## src/rtl/sram_flit_streamer.sv

```systemverilog
// rtl/sram_flit_streamer.sv - SRAM read sequencer turning tail-delimited words into a valid/ready flit stream
module sram_flit_streamer #(
  parameter int ADDR_W    = 8,
  parameter int DATA_W    = 16,
  parameter int MAX_FLITS = 64
) (
  input  logic              clk,
  input  logic              rst,
  input  logic              start,
  input  logic [ADDR_W-1:0] start_addr,
  output logic [ADDR_W-1:0] sram_addr,
  output logic              sram_cs,
  output logic              sram_we,
  output logic              sram_oe,
  input  logic [DATA_W-1:0] sram_rdata,
  input  logic              sram_rtail,
  output logic [DATA_W-1:0] flit_data,
  output logic              flit_tail,
  output logic              flit_valid,
  input  logic              flit_ready,
  output logic              busy,
  output logic              done,
  output logic              err
);

  localparam int CNT_W = $clog2(MAX_FLITS + 1);
  localparam logic [CNT_W-1:0] MAX_CNT = CNT_W'(MAX_FLITS);
  localparam logic [CNT_W-1:0] MAX_M1  = CNT_W'(MAX_FLITS - 1);

  typedef enum logic [1:0] {IDLE, ISSUE, DRAIN, DONE} state_t;

  state_t            state, state_nxt;
  logic [ADDR_W-1:0] rd_ptr;
  logic [CNT_W-1:0]  issued;
  logic              inflight, inflight_last, tail_seen;
  logic [DATA_W:0]   buf_mem [2];
  logic              wr_idx, rd_idx;
  logic [1:0]        buf_count, occ;
  logic              issue, push, pop, push_tail, tail_xfer;

  assign flit_valid = (buf_count != 2'd0);
  assign {flit_tail, flit_data} = buf_mem[rd_idx];
  assign pop       = flit_valid & flit_ready;
  assign tail_xfer = pop & flit_tail;
  // Returns after the tail are overshoot reads and are dropped here.
  assign push      = inflight & ~tail_seen;
  assign push_tail = sram_rtail | inflight_last;

  // Slots freed by this cycle's pop count as free so a full-rate stream keeps one read in flight.
  assign occ   = buf_count + {1'b0, inflight} - {1'b0, pop};
  assign issue = (state == ISSUE) && !tail_seen && (issued < MAX_CNT) && (occ < 2'd2);

  assign sram_cs   = issue;
  assign sram_oe   = issue;
  assign sram_we   = 1'b0;
  assign sram_addr = rd_ptr;
  assign busy      = (state != IDLE);
  assign done      = (state == DONE);

  always_comb begin
    state_nxt = state;
    case (state)
      IDLE:  if (start) state_nxt = ISSUE;
      ISSUE: begin
        if (tail_xfer) state_nxt = DONE;
        else if (tail_seen || issued == MAX_CNT) state_nxt = DRAIN;
      end
      DRAIN: if (tail_xfer) state_nxt = DONE;
      DONE:  state_nxt = IDLE;
      default: state_nxt = IDLE;
    endcase
  end

  always_ff @(posedge clk or posedge rst) begin
    if (rst) begin
      state         <= IDLE;
      rd_ptr        <= '0;
      issued        <= '0;
      inflight      <= 1'b0;
      inflight_last <= 1'b0;
      tail_seen     <= 1'b0;
      err           <= 1'b0;
    end else begin
      state         <= state_nxt;
      inflight      <= issue;
      inflight_last <= issue && (issued == MAX_M1);
      if (state == IDLE && start) begin
        rd_ptr    <= start_addr;
        issued    <= '0;
        tail_seen <= 1'b0;
        err       <= 1'b0;
      end else begin
        if (issue) begin
          rd_ptr <= rd_ptr + ADDR_W'(1);
          issued <= issued + CNT_W'(1);
        end
        if (push && push_tail) tail_seen <= 1'b1;
        if (push && inflight_last && !sram_rtail) err <= 1'b1;
      end
    end
  end

  always_ff @(posedge clk or posedge rst) begin
    if (rst) begin
      buf_mem[0] <= '0;
      buf_mem[1] <= '0;
      wr_idx     <= 1'b0;
      rd_idx     <= 1'b0;
      buf_count  <= 2'd0;
    end else begin
      if (push) begin
        buf_mem[wr_idx] <= {push_tail, sram_rdata};
        wr_idx          <= ~wr_idx;
      end
      if (pop) rd_idx <= ~rd_idx;
      buf_count <= buf_count + {1'b0, push} - {1'b0, pop};
    end
  end

  a_no_overflow: assert property (@(posedge clk) disable iff (rst)
    !(push && !pop && buf_count == 2'd2));

endmodule

```

## config.mk

```make
export PLATFORM = sky130hd
export DESIGN_NAME = sram_flit_streamer
export DESIGN_NICKNAME = d
export VERILOG_FILES = /design/src/rtl/sram_flit_streamer.sv
export SDC_FILE = /design/constraint.sdc
export NUM_CORES = 1
export LEC_CHECK = 0
export BUFFER_PORTS_ARGS = -buffer_cell sky130_fd_sc_hd__buf_2
export CORE_ASPECT_RATIO = 0.5
export CORE_MARGIN = 3
export CORE_UTILIZATION = 45
export CTS_BUF_LIST = sky130_fd_sc_hd__clkbuf_8
export CTS_CLUSTER_DIAMETER = 100
export DETAILED_ROUTE_END_ITERATION = 8
export HOLD_SLACK_MARGIN = 0.15
export PLACE_DENSITY = 0.68
export SKIP_LAST_GASP = 1
export SLEW_MARGIN = 0
export SYNTH_ARGS = -nofsm -noshare
export SYNTH_HDL_FRONTEND = slang
export SYNTH_SLANG_ARGS = --single-unit
```

## constraint.sdc

```tcl
create_clock -name clk -period 2.8 [get_ports clk]
set_clock_uncertainty 0.1 [all_clocks]
set_input_delay 0.28 -clock clk [delete_from_list [all_inputs] [get_ports clk]]
set_output_delay 0.28 -clock clk [all_outputs]
set_load 0.1 [all_outputs]
```

Yosys cells after proc, flatten, opt, wreduce, memory -nomap -nowiden --
Index checks and enable logic that the tools add are counted.
Operators by class: equality and inequality tests 8, reduce and logical (&&, ||, !) cells 19, $add $sub $neg 6, bitwise operators 9, mux-type cells 19, $lt $le $gt $ge 5
Operator list (count):
- two-way mux 17 bit | 4
- bitwise mux 34 bit | 1
- demux 17 bit (select 1 bit) | 1
- two-way mux 8 bit | 2
- two-way mux 7 bit | 2
- nonzero test 2 bit | 5
- logical AND 1 bit | 9
- adder 8 x 1 -> 8 bit (second input constant) | 1
- two-way mux 2 bit | 4
- one-hot mux 2 bit (4 select lines) | 1
- adder 7 x 1 -> 7 bit (second input constant) | 1
- == test 7 x 6 -> 1 bit (second input constant) | 1
- == test 7 bit (second input constant) | 1
- < comparator 7 bit (second input constant) | 1
- adder 2 x 1 -> 2 bit | 2
- == test 2 bit (second input constant) | 2
- greater-or-equal comparator 2 bit (second input constant) | 2
- two-way mux 1 bit | 4
- != test 2 bit (second input constant) | 2
- inverter 1 -> 2 bit | 2
- subtractor 2 x 1 -> 2 bit | 2
- AND 1 bit | 3
- != test 3 x 2 -> 1 bit (second input constant) | 1
- inverter 1 bit | 3
- 8 further kinds | 9
Storage, ports and cells: output and inout port bits 32, flip-flop bits (word level) 59, word-level logic and storage cells 78

Logic depth before layout (Yosys ltp) --
Gate-level depths: netlist of the first run.
word-level depth 7, depth in mapped cells 7

Least setup slack after synthesis of the first run --
Ideal clock, no wire load.
path type reg-to-output, start point register state[1], end point output port sram_oe, stages on the path, launching flop included 7, path buffers 1, slack -0.801 ns, data arrival time 3.221 ns, path through dfrtp_1 inv_1 ha_1 or3b_4 a31o_4 nor2_1 buf_4
Between the ends: word-level cells in the longest chain between the ends 4
Ends and longest elaborated chain:
- from (decl) | RTL line 32 | state_t state, state_nxt;
- from (signal assigned) | RTL line 84 | state <= state_nxt;
- == test 2 x 1 -> 1 bit | RTL line 51 | assign issue = (state == ISSUE) && !tail_seen && (issued < MAX_CNT) && (occ < 2'd2);
- logical AND 1 bit (3 in series) | RTL line 51
- to (decl) | RTL line 14 | output logic sram_oe,
Every way passes these cells.

Final worst setup path of the first run --
start point register state[1], end point output port sram_cs
Between the ends: word-level cells in the longest chain between the ends 4
Ends and longest elaborated chain:
- == test 2 x 1 -> 1 bit | RTL line 51
- logical AND 1 bit (3 in series) | RTL line 51
- to (decl) | RTL line 12 | output logic sram_cs,
Every way passes these cells.

==> results of run 1 <==
==> metrics by stage <==
| step | setup slack (ns) | cells | hold WS, ns | utilization, % | TNS, ns |
|---|---|---|---|---|---|
| after floorplan | 0.1967 | 266 | 0.3306 | - | 0 |
| after CTS | -0.04365 | 446 | 0.1872 | 61.56 | -0.08724 |
| final | 0.1202 | 446 | 0.2065 | 61.64 | 0 |
| after global placement | 0.4225 | 406 | 0.3596 | 53.97 | 0 |
| after detailed placement | 0.3751 | 406 | 0.3735 | 53.97 | 0 |
| after global routing | -0.01237 | 446 | 0.2054 | 61.64 | -0.02416 |
==> registers in the layout (all words and copies together) (netlist names), 2 cells and up <==
name / cells
buf_count: 2
sram_addr: 8
buf_mem: 34
issued: 7
state: 2
==> cells by family (layout without fill, tap and decap cells) <==
family                     after synthesis  count (layout)  share of synthesized area, %
AOI/OAI and AO/OA                       49              49                         11.28
xor gates and xnor gates                 4               4                         1.144
adders and majority gates                9               9                         3.678
buffers and inverters                   28             120                         5.067
DFF                                     59              59                         48.22
muxes                                   52              52                         19.04
other                                    1               1                        0.1225
and+or+nand+nor                         64              64                         11.44
==> timing repair <==
item                                    CTS  global route
resized for setup                         0             4
endpoints found under the setup margin    2             2
hold buffers                             25             0
buffers inserted                          0             0
hold endpoints to repair                 99             0
gates cloned                              0             0
==> critical path, cell delays in order, from the launching register on <==
cell and delay, ns:
dfrtp_1 0.42, inv_1 0.13, ha_1 0.19, or3b_4 0.40, a31o_4 0.28, nor2_4 0.20, buf_4 0.33
==> area by class of cell <==
cell class              instances  area, sq um  area share (%)
flip-flops and latches         59         1476           37.83
multi-input cells             179         1438           36.84
repair buffers                 89        588.1           15.07
clock buffers                   9        123.9           3.174
well taps                      88        110.1           2.821
clock inverters                 6        106.4           2.725
inverters                      16        60.06           1.539
==> layer usage <==
metal  global-route usage (%)  share of wire [%]
met3                    8.753                6.4
met4                    5.858                1.1
met2                    31.72                 48
met5                        0                  0
met1                    22.25                 44
==> cell usage after synthesis (all sizes together), types with 2 or more instances <==
| master | number |
|---|---|
| dfrtp | 59 |
| mux2 | 50 |
| nor2 | 17 |
| inv | 16 |
| nand2 | 12 |
| a21oi | 11 |
| nand3 | 10 |
| ha | 9 |
| a31oi | 8 |
| clkbuf | 8 |
| o21ai | 7 |
| buf | 4 |
| nor4 | 4 |
| o211ai | 4 |
| o21a | 3 |
| o31ai | 3 |
| o41ai | 3 |
| xnor2 | 3 |
| a31o | 2 |
| mux2i | 2 |
| nand2b | 2 |
| nand4 | 2 |
| nor3b | 2 |
| o2111ai | 2 |
| or2 | 2 |
| or2b | 2 |
| or4 | 2 |
==> how the worst max path moves through the flow <==
stage | cells past startpoint | slack, ns | endpoint
4_1_cts | 6 | -0.04 | sram_cs
3_3_place_gp | 6 | 0.42 | sram_cs
5_1_grt | 6 | -0.01 | sram_cs
6_report | 6 | 0.12 | sram_cs
2_1_floorplan | 6 | 0.20 | sram_oe
3_5_place_dp | 6 | 0.38 | sram_oe
==> flow_metrics.py, run 1 <==
metrics = {
    "outcome": {
        "status": "completed",
    },
    "worst_hold_path": {
        "hold_end": "sram_addr[6]$_DFFE_PP0P_",
        "min_path_cells": 4,
        "min-delay-path-class": "input pin to register",
        "min_from": "start_addr[6]",
    },
    "timing": {
        "fmax_ghz": 0.3732,
        "slew_headroom_pct": 49.97,
        "finalHoldViolCount": 0,
        "rsz0062_at_grt": "yes",
        "fin_crit_sh_pct": 95.71,
        "report.final.slew_viol_count": 0,
        "max_slew.worst_pin.slew_ns": 0.7504,
        "min_period_ns": 2.680,
        "setup_violations": 0,
    },
    "synthesis": {
        "yosysWarnings": 0,
        "synthArstFlopShare_pct": 100.0,
        "synth_top_area_share_pct": 48.22,
        "ys_types": 50,
        "synth-seq-area-share_pct": 48.22,
        "synth.area.top_cells": "dfrtp_1, mux2_2, ha_1, inv_1, nor2_1",
        "avgSynthCellArea_sq_um": 11.51,
        "netlist_area_sq_mm": 0.003062,
        "yosysTopAreaCell": "dfrtp_1",
        "netlist_instances": 266,
        "synth_edf_count": 0,
        "synth_flop_cell": "dfrtp_1",
        "syn_nets": 304,
        "ys_ff_latch": 59,
    },
    "worst_setup_path": {
        "r2r_slack_ns": 0.54,
        "critPathCaptureType": "output pin",
        "r2r_cells": 6,
        "crit_path_max_fanout": 15,
        "r2r-end": "issued[2]$_DFFE_PP0P_",
        "arrival_ns": 2.30,
        "worstPathRequired_ns": 2.42,
        "r2r-start": "state[1]$_DFFE_PP0P_",
        "crit_start": "state[1]$_DFFE_PP0P_",
        "cp-start-kind": "register",
        "crit_type": "register to output pin",
    },
    "cells_and_area": {
        "drive_above_1_share_pct": 39.39,
        "syn2layout_area_growth_pct": 27.46,
        "diodes": 0,
        "finalInstanceArea_sq_mm": 0.003902,
        "fill_cells": 542,
        "final_common_cell": "dfrtp_1",
        "num-nets-final": 392,
        "mostFrequentLayoutCells": "dfrtp_1, buf_2, mux2_2",
    },
    "detailed_routing": {
        "drc": 0,
        "wire_per_inst_um": 15.02,
        "viasPerCell": 5.321,
        "vias": 2373,
        "drtIter0Drc": 77,
        "final_antenna_net_count": 0,
        "firstDrtPassIters": 4,
        "wirelength_mm": 6.699,
    },
    "cts": {
        "insertion_delay_ns": 0.34,
        "cts_buffers": 9,
        "clk_pin_slew_ns": 0.06,
        "numClockSinks": 59,
        "h-tree-depth": 3,
        "cts_tree": "built",
        "cts_root_buf": "clkbuf_8",
        "clock_path_buffers": 2,
    },
    "job": {
        "max_cap_violations": 0,
    },
    "die": {
        "fp.dieH_um": 64.33,
        "die_w_um": 122.7,
        "rows": 20,
        "io_pins": 61,
        "die_area_sq_mm": 0.007889,
        "start_util_pct": 48.36,
        "core_sq_mm": 0.006331,
    },
    "grt": {
        "grt_pass1_wl_mm": 11.50,
        "grt_pass1_vias": 2411,
        "grt_max_degree": 60,
        "grt_antenna_before_repair": 0,
        "grt.overflow.total": 0,
        "track_usage_pct": 19.13,
    },
    "placed_design": {
        "port_buffers": 59,
        "dpl_cell_area_sq_mm": 0.003417,
        "dp.final_hpwl_mm": 4.466,
        "gp_congestion": 0.8009,
    },
}
Power of run 1 is not shown: default switching activity piles up to over one toggle a cycle in this logic, so the estimate is an artifact.
==> run 2: changes to the inputs <==
Settings changed: CELL_PAD_IN_SITES_DETAIL_PLACEMENT set to 1, CELL_PAD_IN_SITES_GLOBAL_PLACEMENT set to 1, HOLD_SLACK_MARGIN 0.15 to unset, PLACE_DENSITY 0.68 to 0.83, SKIP_LAST_GASP 1 to unset.
==> flow_metrics.py, run 2 (synthesized netlist as in run 1, its figures left out) <==
metrics = {
    "grt": {
        "grt_max_degree": 60,
        "grt_pass1_wl_mm": 12.79,
        "grt_pass1_vias": 2504,
        "grt_antenna_before_repair": 0,
        "track_usage_pct": 21.18,
        "grt.overflow.total": 0,
    },
    "detailed_routing": {
        "drc": 0,
        "final_antenna_net_count": 0,
        "wirelength_mm": 7.574,
        "wire_per_inst_um": 17.99,
        "viasPerCell": 5.565,
        "firstDrtPassIters": 4,
        "drtIter0Drc": 113,
        "vias": 2343,
    },
    "timing": {
        "report.final.slew_viol_count": 0,
        "post-route-worst-setup-slack_ns": 0.08078,
        "slew_headroom_pct": 49.71,
        "min_period_ns": 2.719,
        "fin_crit_sh_pct": 97.11,
        "max_slew.worst_pin.slew_ns": 0.7544,
        "fmax_ghz": 0.3678,
        "finalHoldViolCount": 0,
        "rsz0062_at_grt": "yes",
        "setup_violations": 0,
    },
    "die": {
        "die_area_sq_mm": 0.007889,
        "die_w_um": 122.7,
        "io_pins": 61,
        "core_sq_mm": 0.006331,
        "start_util_pct": 48.36,
        "fp.dieH_um": 64.33,
        "rows": 20,
    },
    "worst_hold_path": {
        "min-delay-path-class": "input pin to async pin",
    },
    "worst_setup_path": {
        "crit_type": "register to output pin",
        "crit_path_max_fanout": 15,
        "cp-start-kind": "register",
        "r2r_slack_ns": 0.48,
        "critPathCaptureType": "output pin",
        "worstPathRequired_ns": 2.42,
        "arrival_ns": 2.34,
        "r2r-end": "issued[2]$_DFFE_PP0P_",
        "r2r_cells": 6,
        "r2r-start": "state[1]$_DFFE_PP0P_",
    },
    "cells_and_area": {
        "largest-register": "buf_mem",
        "diodes": 0,
        "drive_above_1_share_pct": 42.64,
        "fill_cells": 716,
        "fin_util_pct": 57.23,
        "finalInstanceArea_sq_mm": 0.003623,
        "mostFrequentLayoutCells": "dfrtp_1, buf_2, mux2_2",
        "largest_reg_flops": 34,
        "syn2layout_area_growth_pct": 18.35,
        "final_common_cell": "dfrtp_1",
        "num-nets-final": 367,
    },
    "outcome": {
        "status": "completed",
    },
    "cts": {
        "cts_tree": "built",
        "cts_hold_buffers": 0,
        "cts_buffers": 9,
        "numClockSinks": 59,
        "post_cts_buffers": 0,
        "clock_path_buffers": 2,
        "h-tree-depth": 3,
        "cts_root_buf": "clkbuf_8",
        "clk_pin_slew_ns": 0.07,
        "insertion_delay_ns": 0.35,
    },
    "job": {
        "max_cap_violations": 0,
    },
    "placed_design": {
        "dp_slack_ns": 0.3366,
        "gp_congestion": 0.7913,
        "port_buffers": 59,
        "dpl_cell_area_sq_mm": 0.003417,
        "dp.final_hpwl_mm": 5.225,
    },
}
run 2: changes by cell type in the layout (fill, tap and decap cells not counted):
cell,delta
inv_1,-1
clkbuf_8,+2
bufinv_16,-2
dlygate4sd3_1,-25
clkinvlp_4,+1
run 2: final cells by class:
type	count	area, sq um	share of cell area [%]
Timing Repair Buffer	64	337.8	9.323
Sequential cell	59	1476	40.75
Inverter	16	60.06	1.657
Clock buffer	11	151.4	4.178
Clock inverter	4	50.05	1.381
Tap cell	88	110.1	3.039
Multi-Input combinational cell	179	1438	39.68
run 2: metal layers:
metal / share of wire, % / GRT usage [%] / up-vias
met5: 0 / 0 / -
met4: 1.3 / 8.089 / 0
met3: 5.1 / 6.543 / 10
met2: 50 / 36.23 / 49
met1: 44 / 25.11 / 1194
li1: - / - / 1090
run 2: metrics by stage:
stage	TNS (ns)	instances	hold WS [ns]
finish	0	421	0.04170
global route	-0.05784	421	0.06414
CTS	-0.1261	421	0.06178
detailed placement	0	406	0.3911
global placement	0	406	0.3575
floorplan	0	266	0.3306
run 2: worst max path at each step:
stage                                     from       to  slack [ns]  depth (start not counted)
final                     state[1]$_DFFE_PP0P_  sram_oe        0.08                          6
after global routing      state[1]$_DFFE_PP0P_  sram_oe       -0.03                          6
after CTS                 state[1]$_DFFE_PP0P_  sram_oe       -0.06                          6
after detailed placement  state[1]$_DFFE_PP0P_  sram_oe        0.34                          6
after global placement    state[1]$_DFFE_PP0P_  sram_cs        0.42                          6
after floorplan           state[1]$_DFFE_PP0P_  sram_oe        0.20                          6
run 2: timing repair:
| action | 4_1_cts | 5_1_grt |
|---|---|---|
| setup endpoints to repair | 2 | 2 |
| resized for setup | 0 | 4 |
| endpoints found under the hold margin | 0 | 0 |
run 2: critical path, stage by stage, from the launching register on:
cell     delay (ns)
dfrtp_1        0.44
inv_1          0.14
ha_1           0.20
or3b_4         0.41
a31o_4         0.29
nor2_4         0.19
buf_4          0.33
Power of run 2 is left out for the same reason.
